===== src/rtl/dvp_frame_ctrl.sv =====
`default_nettype none
// ============================================================================
// Module      : dvp_frame_ctrl
// Description : Frame-capture sequencer between the DVP capture FIFO and the
//               S2MM DMA: flush, frame-length tlast generation, stop/abort/timeout.
// Revision    : 1.0 - initial release
// ============================================================================
module dvp_frame_ctrl #(
    parameter int P_AXIS_DATA_WIDTH = 64,
    parameter int P_BEATS_WIDTH     = 24,
    parameter int P_FLUSH_IDLE      = 16,
    parameter int P_TIMEOUT         = 2**20,
    parameter int C_TO_WIDTH        = $clog2(P_TIMEOUT) + 1
) (
    input  logic                         i_axis_clk,
    input  logic                         i_axis_rst,
    input  logic                         i_start,
    input  logic                         i_stop,
    input  logic                         i_abort,
    input  logic                         i_continuous,
    input  logic [P_BEATS_WIDTH-1:0]     i_frame_beats,
    input  logic                         i_clr_err,
    output logic                         o_cap_ena,
    output logic [1:0]                   o_state,
    output logic                         o_busy,
    output logic                         o_frame_done,
    output logic [31:0]                  o_frame_cnt,
    output logic [P_BEATS_WIDTH-1:0]     o_beat_cnt,
    output logic                         o_err_timeout,
    output logic                         o_err_cfg,
    input  logic                         s_axis_tvalid,
    output logic                         s_axis_tready,
    input  logic [P_AXIS_DATA_WIDTH-1:0] s_axis_tdata,
    output logic                         m_axis_tvalid,
    input  logic                         m_axis_tready,
    output logic [P_AXIS_DATA_WIDTH-1:0] m_axis_tdata,
    output logic                         m_axis_tlast
);

    localparam logic [1:0] S_IDLE  = 2'd0;
    localparam logic [1:0] S_FLUSH = 2'd1;
    localparam logic [1:0] S_RUN   = 2'd2;

    localparam int                    C_FL_WIDTH = $clog2(P_FLUSH_IDLE + 1);
    localparam logic [C_FL_WIDTH-1:0] C_FL_LAST  = C_FL_WIDTH'(P_FLUSH_IDLE - 1);
    localparam logic [C_TO_WIDTH-1:0] C_TO_LAST  = C_TO_WIDTH'(P_TIMEOUT - 1);

    logic [1:0]               state_q, state_d;
    logic [P_BEATS_WIDTH-1:0] len_q, len_d;
    logic [P_BEATS_WIDTH-1:0] beat_q, beat_d;
    logic [C_FL_WIDTH-1:0]    fl_q, fl_d;
    logic [C_TO_WIDTH-1:0]    to_q, to_d;
    logic [31:0]              frame_cnt_q, frame_cnt_d;
    logic                     cont_q, cont_d;
    logic                     stop_pend_q, stop_pend_d;
    logic                     done_q, done_d;
    logic                     err_to_q, err_to_d;
    logic                     err_cfg_q, err_cfg_d;
    logic                     cap_ena_q, cap_ena_d;

    logic w_run, w_acc, w_last, w_last_acc, w_timeout, w_start_ok, w_flush_done;

    assign w_run        = (state_q == S_RUN);
    assign w_acc        = s_axis_tvalid & m_axis_tready;
    assign w_last       = (beat_q == len_q - 1'b1);
    assign w_last_acc   = w_run & w_acc & w_last;
    // No timeout before the first beat of a frame has been accepted.
    assign w_timeout    = w_run & (beat_q != '0) & ~w_acc & (to_q == C_TO_LAST);
    assign w_start_ok   = (state_q == S_IDLE) & i_start & (i_frame_beats != '0);
    assign w_flush_done = (state_q == S_FLUSH) & ~s_axis_tvalid & (fl_q == C_FL_LAST);

    always_ff @(posedge i_axis_clk) begin : p_state_reg
        if (i_axis_rst) begin
            state_q <= S_IDLE;
        end else begin
            state_q <= state_d;
        end
    end

    always_comb begin : p_next_state
        state_d = state_q;
        if (i_abort) begin
            state_d = S_IDLE;
        end else begin
            case (state_q)
                S_IDLE:  if (w_start_ok) state_d = S_FLUSH;
                S_FLUSH: begin
                    if (i_stop)            state_d = S_IDLE;
                    else if (w_flush_done) state_d = S_RUN;
                end
                S_RUN: begin
                    if (w_timeout) begin
                        state_d = S_IDLE;
                    end else if (w_last_acc && (!cont_q || stop_pend_q || i_stop)) begin
                        state_d = S_IDLE;
                    end
                end
                default: state_d = S_IDLE;
            endcase
        end
    end

    always_comb begin : p_outputs
        s_axis_tready = 1'b1;
        m_axis_tvalid = 1'b0;
        m_axis_tdata  = '0;
        m_axis_tlast  = 1'b0;
        if (w_run) begin
            s_axis_tready = m_axis_tready;
            m_axis_tvalid = s_axis_tvalid;
            m_axis_tdata  = s_axis_tdata;
            m_axis_tlast  = w_last;
        end
    end

    always_comb begin : p_datapath
        len_d       = len_q;
        cont_d      = cont_q;
        fl_d        = fl_q;
        beat_d      = beat_q;
        to_d        = to_q;
        stop_pend_d = stop_pend_q;
        frame_cnt_d = frame_cnt_q;
        done_d      = 1'b0;
        case (state_q)
            S_IDLE: begin
                if (w_start_ok) begin
                    len_d  = i_frame_beats;
                    cont_d = i_continuous;
                    fl_d   = '0;
                end
            end
            S_FLUSH: begin
                fl_d        = s_axis_tvalid ? '0 : fl_q + 1'b1;
                beat_d      = '0;
                to_d        = '0;
                stop_pend_d = 1'b0;
            end
            S_RUN: begin
                if (i_stop) stop_pend_d = 1'b1;
                if (w_acc) begin
                    to_d = '0;
                    if (w_last) begin
                        beat_d      = '0;
                        frame_cnt_d = frame_cnt_q + 32'd1;
                        done_d      = 1'b1;
                    end else begin
                        beat_d = beat_q + 1'b1;
                    end
                end else if (beat_q != '0) begin
                    to_d = to_q + 1'b1;
                end
            end
            default: ;
        endcase
        if (state_d == S_IDLE) begin
            beat_d      = '0;
            to_d        = '0;
            stop_pend_d = 1'b0;
        end
        // Abort drops the frame even if its tlast beat handshakes this cycle.
        if (i_abort) begin
            frame_cnt_d = frame_cnt_q;
            done_d      = 1'b0;
        end
        err_to_d  = (w_timeout & ~i_abort) | (err_to_q & ~i_clr_err);
        err_cfg_d = ((state_q == S_IDLE) & i_start & (i_frame_beats == '0) & ~i_abort)
                  | (err_cfg_q & ~i_clr_err);
        cap_ena_d = (state_d == S_RUN);
    end

    always_ff @(posedge i_axis_clk) begin : p_datapath_reg
        if (i_axis_rst) begin
            len_q       <= '0;
            cont_q      <= 1'b0;
            fl_q        <= '0;
            beat_q      <= '0;
            to_q        <= '0;
            stop_pend_q <= 1'b0;
            frame_cnt_q <= '0;
            done_q      <= 1'b0;
            err_to_q    <= 1'b0;
            err_cfg_q   <= 1'b0;
            cap_ena_q   <= 1'b0;
        end else begin
            len_q       <= len_d;
            cont_q      <= cont_d;
            fl_q        <= fl_d;
            beat_q      <= beat_d;
            to_q        <= to_d;
            stop_pend_q <= stop_pend_d;
            frame_cnt_q <= frame_cnt_d;
            done_q      <= done_d;
            err_to_q    <= err_to_d;
            err_cfg_q   <= err_cfg_d;
            cap_ena_q   <= cap_ena_d;
        end
    end

    assign o_cap_ena     = cap_ena_q;
    assign o_state       = state_q;
    assign o_busy        = (state_q != S_IDLE);
    assign o_frame_done  = done_q;
    assign o_frame_cnt   = frame_cnt_q;
    assign o_beat_cnt    = beat_q;
    assign o_err_timeout = err_to_q;
    assign o_err_cfg     = err_cfg_q;

endmodule
`default_nettype wire


===== config.mk =====
export PLATFORM = sky130hd
export DESIGN_NAME = dvp_frame_ctrl
export DESIGN_NICKNAME = d
export VERILOG_FILES = /design/src/rtl/dvp_frame_ctrl.sv
export SDC_FILE = /design/constraint.sdc
export NUM_CORES = 1
export LEC_CHECK = 0
export BUFFER_PORTS_ARGS = -buffer_cell sky130_fd_sc_hd__buf_2
export CAP_MARGIN = 10
export CORE_ASPECT_RATIO = 1.1
export CORE_MARGIN = 4
export CORE_UTILIZATION = 53
export CTS_CLUSTER_SIZE = 40
export DETAILED_ROUTE_END_ITERATION = 7
export PLACE_DENSITY_LB_ADDON = 0.12
export REMOVE_ABC_BUFFERS = 1
export SLEW_MARGIN = 20
export SYNTH_ARGS = -nofsm -noshare
export SYNTH_HDL_FRONTEND = slang
export SYNTH_SLANG_ARGS = --single-unit

===== constraint.sdc =====
create_clock -name i_axis_clk -period 7.3 [get_ports i_axis_clk]
set_clock_uncertainty 0.05 [all_clocks]
set_input_delay 0.365 -clock i_axis_clk [delete_from_list [all_inputs] [get_ports i_axis_clk]]
set_output_delay 0.365 -clock i_axis_clk [all_outputs]
set_load 0.02 [all_outputs]

==> metrics.md, run 1 <==
| Metric | Value |
|---|---|
| Number of setup buffers added after CTS | 0 |
| Clock transition at path regs | 0.06 ns |
| Worst skew pair latency | 0.42 ns |
| Remaining global-route overflow | 0 |
| CP Launch Type | flop |
| Via count | 7,536 |
| CTS Buf Count | 17 |
| Area Growth Syn to Fin | 23.3% |
| First-pass GRT wire length | 36.0 mm |
| Most frequent cells in the layout | buf_2 (226), dfxtp_1 (114), nor2_1 (100) |
| Number of global-route vias before repair | 6,903 |
| Drt drc | 0 |
| GP Congestion | 0.929 |
| Wirelength, routed | 22.5 mm |
| Max Used Layer | met4 |
| Layout cells sized above 1 | 26.8% |
| Die footprint | 0.0160 mm^2 |
| Routed Antenna Nets | 0 |
| Starting Density | 53.8% |
| # rows | 45 |
| Post-synth EDFFs | 0 |
| Synth area leaders | dfxtp_1 (31%), and2_1 (6.2%), nor2_1 (5.1%), nor3_1 (3.7%), mux2i_1 (3.5%) |
| Most common cell after layout, fill and taps aside | buf_2 |
| Final Slew Violations | 0 |
| Drt initial violations | 435 |
| Crit Path Class | reg -> reg |
| Cell area after placement | 0.00854 mm^2 |
| Placed cells | 1,314 |
| Sink Count | 114 |
| Largest net degree at the start of global routing | 96 |
| Post_cts resized | 0 |
| Final Hold Viols | 0 |
| Worst Path Required | 7.56 ns |
| Boundary Pins | 227 |
| Endpoints failing setup | 0 |
| Synthesized area per cell | 7.72 um^2 |
| Non-Filler Instances | 1,345 |
| Top FF cell, synth | dfxtp_1 |
| DR WL met3 | 1.49 mm |
| PwrDens | 183 mW/mm^2 |
| Number of synthesized register bits | 114 |
| Min Tclk post-route | 4.38 ns |
| H-Tree Depth | 4 |
| RSZ-0062 raised after global routing | no |
| Die Y | 132 um |
| Actual slew at the worst max-slew pin | 1.03 ns |
| Critical Path End Type | flop |
| Fin nets | 1,253 |
| Core area | 0.0138 mm^2 |
| Critical Path AT | 4.63 ns |
| Synth unique cells | 74 |
| Max Freq | 0.228 GHz |
| Max IR drop VDD | 149 uV |
| Port Buffers | 226 |
| GRT Overall Usage | 27.6% |
| Final Instance Area | 0.00916 mm^2 |
| Routed met2 length | 10.3 mm |
| WL met1 | 10.4 mm |
| Leak | 0.00405 uW |
| Reg2Reg Setup Slack | 2.92 ns |
| DR vias/cell | 5.60 |
| # hold bufs at CTS | 0 |
| Die width | 121 um |
| Post-synth top area cell | dfxtp_1 |
| MaxCap Viol Count | 0 |
| HPWL after DPL | 16.4 mm |
| Routed wire length per instance | 16.8 um |
| Top cell type's share of synthesized area | 30.7% |
| Initial antenna violation count | 0 |
| Sequential area share after synthesis | 30.7% |
| Clock Path Buffers | 2 |
| Syn Inst Count | 961 |
| Clock root buffer | clkbuf_16 |
| Slew HR | 31.0% |
| Outcome | finished clean |
| Synth Cell Area | 0.00742 mm^2 |
| Worst Path Max Fanout | 29 |
| Synth async-reset ratio | 0% |
| DRT Pass-1 Iters | 5 |
| Synth warnings | 0 |
| Period utilization | 60.0% |
| Worst hold-check path type | in -> reg |
| # diodes | 0 |
| CTS tree | done |
| Fin Setup TNS | 0 ns |
==> metrics by stage <==
stage          worst slack [ns]  utilization (%)  hold slack [ns]  power, uW
2_1_floorplan              3.23                -            0.384        760
3_3_place_gp               3.04             61.9            0.391        825
3_5_place_dp               3.01             61.9            0.398        826
4_1_cts                    2.97             66.4            0.118       1690
5_1_grt                    2.50             66.4            0.131       1740
6_report                   2.92             66.4            0.129       1680
==> metal layers <==
layer,vias up,track usage [%]
li1,3790,-
met1,3481,38.2
met2,236,43.0
met3,29,6.31
met4,0,7.87
met5,-,0
==> Yosys cell counts (12+ instances only) <==
master      n
a21oi_1    49
and2_1     74
and3_1     38
clkbuf_1   49
dfxtp_1   114
inv_1      20
mux2_2     18
mux2i_1    26
nand2_1    66
nand2b_1   12
nand3_1    40
nand4_1    30
nor2_1    100
nor2b_1    28
nor3_1     55
nor4_1     22
o21ai_0    33
xnor2_1    24
xor2_1     17
==> area by class of cell <==
type / count / area (um^2)
fill: 1247 / 4640
multi-input combinational: 760 / 4770
inverter: 20 / 75.1
clock inverter: 9 / 129
clock buffer: 22 / 484
timing repair buffer: 232 / 1180
sequential: 114 / 2280
tap: 188 / 235
==> report_power, final <==
part           internal (uW)  switching (uW)
sequential               632            16.7
clock                    569             292
combinational           72.4            95.3
total                   1270             404
==> worst paths after layout <==
check | depth (start not counted) | from | endpoint
worst max-delay path | 8 | len_q[4]$_SDFFE_PP0P_ | o_frame_cnt[9]$_SDFFE_PP0P_
worst max register to register | 8 | len_q[4]$_SDFFE_PP0P_ | o_frame_cnt[9]$_SDFFE_PP0P_
worst min-delay path | 3 | i_continuous | cont_q$_SDFFE_PP0P_
worst min register to register | 2 | o_err_timeout$_SDFF_PP0_ | o_err_timeout$_SDFF_PP0_
==> flip-flops by register name (all words and copies together) (netlist names) <==
signal	count
fl_q	5
o_err_timeout	1
stop_pend_q	1
o_frame_done	1
o_err_cfg	1
to_q	21
len_q	24
o_frame_cnt	32
o_state	2
o_beat_cnt	24
cont_q	1
o_cap_ena	1
==> critical path: stages (launching register included) <==
cell and delay (ns):
dfxtp_1 0.37, nor3_1 0.83, nand4_1 0.35, nor4_1 0.34
mux2_2 0.40, nor4_2 0.40, and3_1 0.90, and3_1 0.29
mux2_2 0.33
==> cell families after synthesis <==
logic type,Yosys count,share of synthesized area [%]
buf+inv,87,5.14
xor+xnor,41,4.84
simple gates,523,38.7
flops,114,30.7
mux,47,6.69
compound gates,138,12.0
fa+ha+maj,11,1.85
Power figures use the tool's default switching activity.
==> inputs of run 2 (changes only) <==
==> constraint.sdc (replaced) <==
create_clock -name i_axis_clk -period 4.4 [get_ports i_axis_clk]
set_clock_uncertainty 0.05 [all_clocks]
set_input_delay 0.22 -clock i_axis_clk [delete_from_list [all_inputs] [get_ports i_axis_clk]]
set_output_delay 0.22 -clock i_axis_clk [all_outputs]
set_load 0.02 [all_outputs]
==> metrics.md, run 2 (synthesized netlist as in run 1, its figures left out) <==
| Metric | Value |
|---|---|
| Sw frac | 23.8% (was 24.1%) |
| Remaining global-route overflow | 0 (unchanged) |
| DR vias/cell | 5.64 (was 5.60) |
| Reg2Reg Setup Slack | 0.74 ns (was 2.92 ns) |
| Logic pwr share | 10.4% (was 10.0%) |
| GRT Overall Usage | 27.8% (was 27.6%) |
| Clock power frac | 50.7% (was 51.3%) |
| Drt initial violations | 536 (was 435) |
| CP max-delay cell | nor4_4 (was and3_1) |
| Layout cells sized above 1 | 27.1% (was 26.8%) |
| Max IR drop VDD | 227 uV (was 149 uV) |
| Clock transition at path regs | 0.05 ns (was 0.06 ns) |
| Cells along the critical path | nor4_4, nand4_1, nor4_1, mux2_2, nor4_1, o2111ai_4, nor2_1, buf_2 (was nor3_1, nand4_1, nor4_1, mux2_2, nor4_2, and3_1, and3_1, mux2_2) |
| CTS tree | done (unchanged) |
| Crit Path Class | reg -> out (was reg -> reg) |
| Min Tclk post-route | 3.71 ns |
| Number of global-route vias before repair | 7,026 (was 6,903) |
| Critical Path AT | 3.44 ns (was 4.63 ns) |
| HPWL after DPL | 16.8 mm (was 16.4 mm) |
| Largest net degree at the start of global routing | 95 (was 96) |
| DRT Pass-1 Iters | 6 (was 5) |
| Place WS | 0.765 ns (was 3.01 ns) |
| Worst Path Max Fanout | 10 (was 29) |
| Fin Setup TNS | 0 ns (unchanged) |
| Int Pwr | 2100 uW (was 1270 uW) |
| Port Buffers | 226 (unchanged) |
| Post_cts resized | 0 (unchanged) |
| Die Y | 132 um (unchanged) |
| Via count | 7,662 (was 7,536) |
| Wirelength, routed | 22.8 mm (was 22.5 mm) |
| Drt drc | 0 (unchanged) |
| Largest register FFs | 32 (unchanged) |
| Placed cells | 1,321 (was 1,314) |
| Sink Count | 114 (unchanged) |
| Max Freq | 0.269 GHz |
| Setup ws final | 0.687 ns (was 2.92 ns) |
| Crit path top cell by count | nor4_1 |
| CTS Buf Count | 17 (unchanged) |
| Period utilization | 84.4% |
| WHS Endpoint | len_q[2]$_SDFFE_PP0P_ (was cont_q$_SDFFE_PP0P_) |
| Sequential Power Share | 38.9% (was 38.7%) |
| Fin nets | 1,265 (was 1,253) |
| Most common cell after layout, fill and taps aside | buf_2 (unchanged) |
| Final Hold Viols | 0 (unchanged) |
| WL met1 | 10.4 mm (about the same) |
| Starting Density | 53.8% (unchanged) |
| PwrDens | 298 mW/mm^2 (was 183 mW/mm^2) |
| Worst Path Required | 4.13 ns (was 7.56 ns) |
| Endpoints failing setup | 0 (unchanged) |
| Routed Antenna Nets | 0 (unchanged) |
| Multi-input logic area | 0.00477 mm^2 (unchanged) |
| DR WL met3 | 1.52 mm (was 1.49 mm) |
| Slew HR | 27.2% (was 31.0%) |
| Leak | 0.00412 uW (was 0.00405 uW) |
| Die footprint | 0.0160 mm^2 (unchanged) |
| GP Congestion | 0.930 (was 0.929) |
| Boundary Pins | 227 (unchanged) |
| RSZ-0062 raised after global routing | no (unchanged) |
| Clock root buffer | clkbuf_16 (unchanged) |
| Max Used Layer | met5 (was met4) |
| FF-to-FF Start | len_q[0]$_SDFFE_PP0P_ (was len_q[4]$_SDFFE_PP0P_) |
| # diodes | 0 (unchanged) |
| CP max stage delay | 0.53 ns (was 0.90 ns) |
| Area Growth Syn to Fin | 24.8% (was 23.3%) |
| Die width | 121 um (unchanged) |
| R2R cell count | 11 (was 8) |
| Register area | 0.00228 mm^2 (unchanged) |
| Critical Path End Type | output pin (was flop) |
| Worst skew pair latency | 0.42 ns (about the same) |
| Switch Pwr | 658 uW (was 404 uW) |
| Fillers | 1,243 (was 1,247) |
| Core area | 0.0138 mm^2 (unchanged) |
| MaxCap Viol Count | 0 (unchanged) |
| Worst hold path stage count | 3 (unchanged) |
| Actual slew at the worst max-slew pin | 1.09 ns (was 1.03 ns) |
| Outcome | finished clean (unchanged) |
| First-pass GRT wire length | 36.3 mm (was 36.0 mm) |
| # rows | 45 (unchanged) |
| Routed met2 length | 10.4 mm (was 10.3 mm) |
| Routed wire length per instance | 16.8 um (about the same) |
| Worst hold-check path type | in -> reg (unchanged) |
| Initial antenna violation count | 1 (was 0) |
| Non-Filler Instances | 1,358 (was 1,345) |
| Hold Startpoint | i_frame_beats[2] (was i_continuous) |
| CP Launch Type | flop (unchanged) |
| Reg-to-reg endpoint | o_beat_cnt[13]$_SDFFE_PP0P_ (was o_frame_cnt[9]$_SDFFE_PP0P_) |
| H-Tree Depth | 4 (unchanged) |
| Most frequent cells in the layout | buf_2 (226), dfxtp_1 (114), nor2_1 (100) (unchanged) |
| Final Slew Violations | 0 (unchanged) |
| Clock Path Buffers | 2 (unchanged) |
## run 2: cell count changes in the layout (fill, tap and decap cells not counted), sizes merged
cell         change
clkinv           +2
clkinvlp         -1
dlygate4sd3      +5
buf              +7
## run 2: how the worst max path moves through the flow
stage / from / endpoint / slack, ns / cells after the start
2_1_floorplan: i_frame_beats[20] / to_q[2]$_SDFFE_PP0P_ / 0.48 / 8
5_1_grt: len_q[10]$_SDFFE_PP0P_ / m_axis_tlast / 0.53 / 8
3_5_place_dp: len_q[0]$_SDFFE_PP0P_ / to_q[4]$_SDFFE_PP0P_ / 0.76 / 11
3_3_place_gp: len_q[0]$_SDFFE_PP0P_ / to_q[3]$_SDFFE_PP0P_ / 0.84 / 11
4_1_cts: len_q[0]$_SDFFE_PP0P_ / m_axis_tlast / 0.69 / 8
6_report: len_q[0]$_SDFFE_PP0P_ / m_axis_tlast / 0.69 / 8
## run 2: metrics by stage
| stage | instance area (um^2) | utilization [%] | total power [uW] | hold slack [ns] |
|---|---|---|---|---|
| after floorplan | 7120 | - | 1260 | 0.239 |
| after global placement | 8610 | 62.4 | 1370 | 0.392 |
| after detailed placement | 8610 | 62.4 | 1370 | 0.399 |
| after CTS | 9260 | 67.2 | 2780 | 0.000751 |
| after global routing | 9260 | 67.2 | 2880 | 0.0117 |
| final | 9260 | 67.2 | 2760 | 0.0128 |
## run 2: metal layers
layer	vias up	GRT usage, %
li1	3808	-
met2	265	43.0
met3	36	6.91
met4	2	8.06
met1	3551	38.3
met5	-	0
## run 2: area by class of cell
cell class,count,share of cell area (%)
multi-input cells,760,51.5
flip-flops and latches,114,24.6
repair buffers,244,13.9
clock buffers,22,5.12
well taps,188,2.54
clock inverters,10,1.42
inverters,20,0.810
## run 2: power groups by stage
stage	clock network [uW]	logic [uW]	registers, uW
final	1400	287	1080
after floorplan	0	172	1090
after CTS	1420	283	1080
after global placement	0	276	1100
after global routing	1480	318	1080
after detailed placement	0	278	1100
## run 2: timing repair
action                    in CTS  in global routing
hold buffers                   5                  0
buffers inserted               0                  0
hold endpoints to repair       5                  0
## run 2: critical path, delay by kind of cell, from the launching register on
kind,cells,cell delay (ns)
muxes,1,0.39
DFF,1,0.37
and+or+nand+nor,5,1.79
buffers and inverters,1,0.18
AOI/OAI and AO/OA,1,0.30
==> inputs of run 3 (changes only) <==
==> constraint.sdc (replaced) <==
create_clock -name i_axis_clk -period 3.5 [get_ports i_axis_clk]
set_clock_uncertainty 0.05 [all_clocks]
set_input_delay 0.175 -clock i_axis_clk [delete_from_list [all_inputs] [get_ports i_axis_clk]]
set_output_delay 0.175 -clock i_axis_clk [all_outputs]
set_load 0.02 [all_outputs]
==> metrics.md, run 3 (synthesized netlist as in run 1, its figures left out) <==
| Metric | Value |
|---|---|
| Outcome | finished clean (unchanged) |
| Switch Pwr | 831 uW (was 658 uW) |
| Reg2Reg Setup Slack | 0.19 ns (was 0.74 ns) |
| Fin Setup TNS | 0 ns (unchanged) |
| Drt drc | 0 (unchanged) |
| HPWL after DPL | 17.3 mm (was 16.8 mm) |
| MaxCap Viol Count | 0 (unchanged) |
| Clock transition at path regs | 0.05 ns (about the same) |
| Design Power | 3370 uW (was 2760 uW) |
| Sink Count | 114 (unchanged) |
| Drt initial violations | 560 (was 536) |
| Largest net degree at the start of global routing | 67 (was 95) |
| WHS Endpoint | len_q[23]$_SDFFE_PP0P_ (was len_q[2]$_SDFFE_PP0P_) |
| Fillers | 1,181 (was 1,243) |
| Layout cells sized above 1 | 27.8% (was 27.1%) |
| Clock root buffer | clkbuf_16 (unchanged) |
| DR vias/cell | 5.65 (was 5.64) |
| Reg-to-reg endpoint | o_frame_cnt[11]$_SDFFE_PP0P_ (was o_beat_cnt[13]$_SDFFE_PP0P_) |
| Crit Path Class | reg -> out (unchanged) |
| Int Pwr | 2540 uW (was 2100 uW) |
| CP max stage delay | 0.51 ns (was 0.53 ns) |
| PwrDens | 351 mW/mm^2 (was 298 mW/mm^2) |
| Number of global-route vias before repair | 7,239 (was 7,026) |
| Clock Path Buffers | 2 (unchanged) |
| Die footprint | 0.0160 mm^2 (unchanged) |
| R2R cell count | 10 (was 11) |
| Critical Path End Type | output pin (unchanged) |
| Routed Antenna Nets | 0 (unchanged) |
| Worst Path Required | 3.27 ns (was 4.13 ns) |
| Hold slack | 0.00571 ns (was 0.0128 ns) |
| GP Congestion | 0.962 (was 0.930) |
| Sequential Power Share | 40.0% (was 38.9%) |
| Wirelength, routed | 23.5 mm (was 22.8 mm) |
| RSZ-0062 raised after global routing | yes (was no) |
| Initial antenna violation count | 0 (was 1) |
| Clock power frac | 47.3% (was 50.7%) |
| Min Tclk post-route | 3.40 ns |
| Worst Path Max Fanout | 10 (unchanged) |
| FF-to-FF Start | len_q[1]$_SDFFE_PP0P_ (was len_q[0]$_SDFFE_PP0P_) |
| Final Hold Viols | 0 (unchanged) |
| Final Instance Area | 0.00959 mm^2 (was 0.00926 mm^2) |
| Most common cell after layout, fill and taps aside | buf_2 (unchanged) |
| Largest register FFs | 32 (unchanged) |
| Cell area after placement | 0.00875 mm^2 (was 0.00861 mm^2) |
| GRT Overall Usage | 28.7% (was 27.8%) |
| Placed cells | 1,337 (was 1,321) |
| CTS Buf Count | 17 (unchanged) |
| Worst skew pair latency | 0.41 ns (was 0.42 ns) |
| Hold Startpoint | i_frame_beats[23] (was i_frame_beats[2]) |
| Register area | 0.00228 mm^2 (unchanged) |
| Port Buffers | 226 (unchanged) |
| CP Launch Type | flop (unchanged) |
| Worst hold-check path type | in -> reg (unchanged) |
| Most frequent cells in the layout | buf_2 (226), dfxtp_1 (114), nor2_1 (99) (was buf_2 (226), dfxtp_1 (114), nor2_1 (100)) |
| H-Tree Depth | 4 (unchanged) |
| CP max-delay cell | or4_4 (was nor4_4) |
| Die width | 121 um (unchanged) |
| Starting Density | 53.8% (unchanged) |
| Fin nets | 1,300 (was 1,265) |
| Endpoints failing setup | 0 (unchanged) |
| Buf/Inv on CP | 2 (was 1) |
| Cells along the critical path | inv_1, ha_2, or3b_4, or4_4, a211oi_2, nand4_1, and4b_2, o2111ai_4, nor2_2, buf_2 (was nor4_4, nand4_1, nor4_1, mux2_2, nor4_1, o2111ai_4, nor2_1, buf_2) |
| DRT Pass-1 Iters | 5 (was 6) |
| Area Growth Syn to Fin | 29.1% (was 24.8%) |
| Sw frac | 24.7% (was 23.8%) |
| Leak | 0.00426 uW (was 0.00412 uW) |
| Non-Filler Instances | 1,393 (was 1,358) |
| Critical Path AT | 3.17 ns (was 3.44 ns) |
| Die Y | 132 um (unchanged) |
| Slew HR | 50.0% (was 27.2%) |
| Actual slew at the worst max-slew pin | 0.743 ns (was 1.09 ns) |
| Core area | 0.0138 mm^2 (unchanged) |
| Remaining global-route overflow | 0 (unchanged) |
| Period utilization | 97.0% |
| Logic pwr share | 12.6% (was 10.4%) |
| Multi-input logic area | 0.00483 mm^2 (was 0.00477 mm^2) |
| Worst hold path stage count | 3 (unchanged) |
| Top delay family on crit path | simple AND/OR/NAND/NOR gates (unchanged) |
| Routed wire length per instance | 16.9 um (was 16.8 um) |
| Boundary Pins | 227 (unchanged) |
| First-pass GRT wire length | 37.4 mm (was 36.3 mm) |
| Final Slew Violations | 0 (unchanged) |
| CTS tree | done (unchanged) |
| Max IR drop VDD | 293 uV (was 227 uV) |
| # rows | 45 (unchanged) |
| Max Freq | 0.294 GHz |
| Via count | 7,865 (was 7,662) |
## run 3: cell count changes in the layout (fill, tap and decap cells not counted), moves of 2 or more
cell and delta:
nor4_1 -2, clkinv_2 -2, dlygate4sd3_1 +17, bufinv_16 -2
buf_12 +2, buf_4 +16, nor4_4 +2, clkbuf_1 +4
## run 3: routing by layer
metal | GRT usage, % | share of wire [%]
met1 | 38.2 | 44
met2 | 45.4 | 47
met3 | 7.73 | 7.2
met4 | 8.44 | 1.6
met5 | 0 | 0
## run 3: through the flow
stage	worst slack [ns]	utilization (%)
2_1_floorplan	-0.375	-
3_3_place_gp	0.171	63.5
3_5_place_dp	0.104	63.5
4_1_cts	0.0386	69.0
5_1_grt	-0.0505	69.5
6_report	0.104	69.5
## run 3: final cells by class
cell class | count | share of cell area (%)
Clock buffer | 26 | 5.10
Timing Repair Buffer | 279 | 16.9
Multi-Input combinational cell | 760 | 50.4
Tap cell | 188 | 2.45
Antenna cell | 1 | 0.0261
Clock inverter | 5 | 0.548
Inverter | 20 | 0.783
Sequential cell | 114 | 23.8
## run 3: power groups by stage
stage | clock, uW | sequential (uW) | combinational, uW
floorplan | 0 | 1370 | 216
global placement | 0 | 1370 | 376
detailed placement | 0 | 1370 | 377
CTS | 1620 | 1350 | 401
global route | 1680 | 1350 | 463
finish | 1590 | 1350 | 425
## run 3: tightest hold or removal path, cell delays in order
cell and delay [ns]:
buf_2 0.11, mux2i_1 0.07, nor2_1 0.08
## run 3: worst max path at each step
| stage | start | endpoint | slack [ns] | depth (start not counted) |
|---|---|---|---|---|
| floorplan | i_frame_beats[20] | to_q[2]$_SDFFE_PP0P_ | -0.38 | 8 |
| global placement | len_q[0]$_SDFFE_PP0P_ | o_frame_cnt[11]$_SDFFE_PP0P_ | 0.17 | 11 |
| detailed placement | len_q[0]$_SDFFE_PP0P_ | o_frame_cnt[11]$_SDFFE_PP0P_ | 0.10 | 11 |
| CTS | len_q[0]$_SDFFE_PP0P_ | m_axis_tlast | 0.04 | 10 |
| global route | len_q[1]$_SDFFE_PP0P_ | m_axis_tlast | -0.05 | 10 |
| finish | len_q[0]$_SDFFE_PP0P_ | m_axis_tlast | 0.10 | 10 |
## run 3: repair_timing
action | 4_1_cts | 5_1_grt
hold endpoints to repair | 22 | 0
endpoints found under the setup margin | 1 | 61
setup buffers | 0 | 2
hold buffers | 22 | 0
pin swaps | 0 | 2
resized for setup | 1 | 8
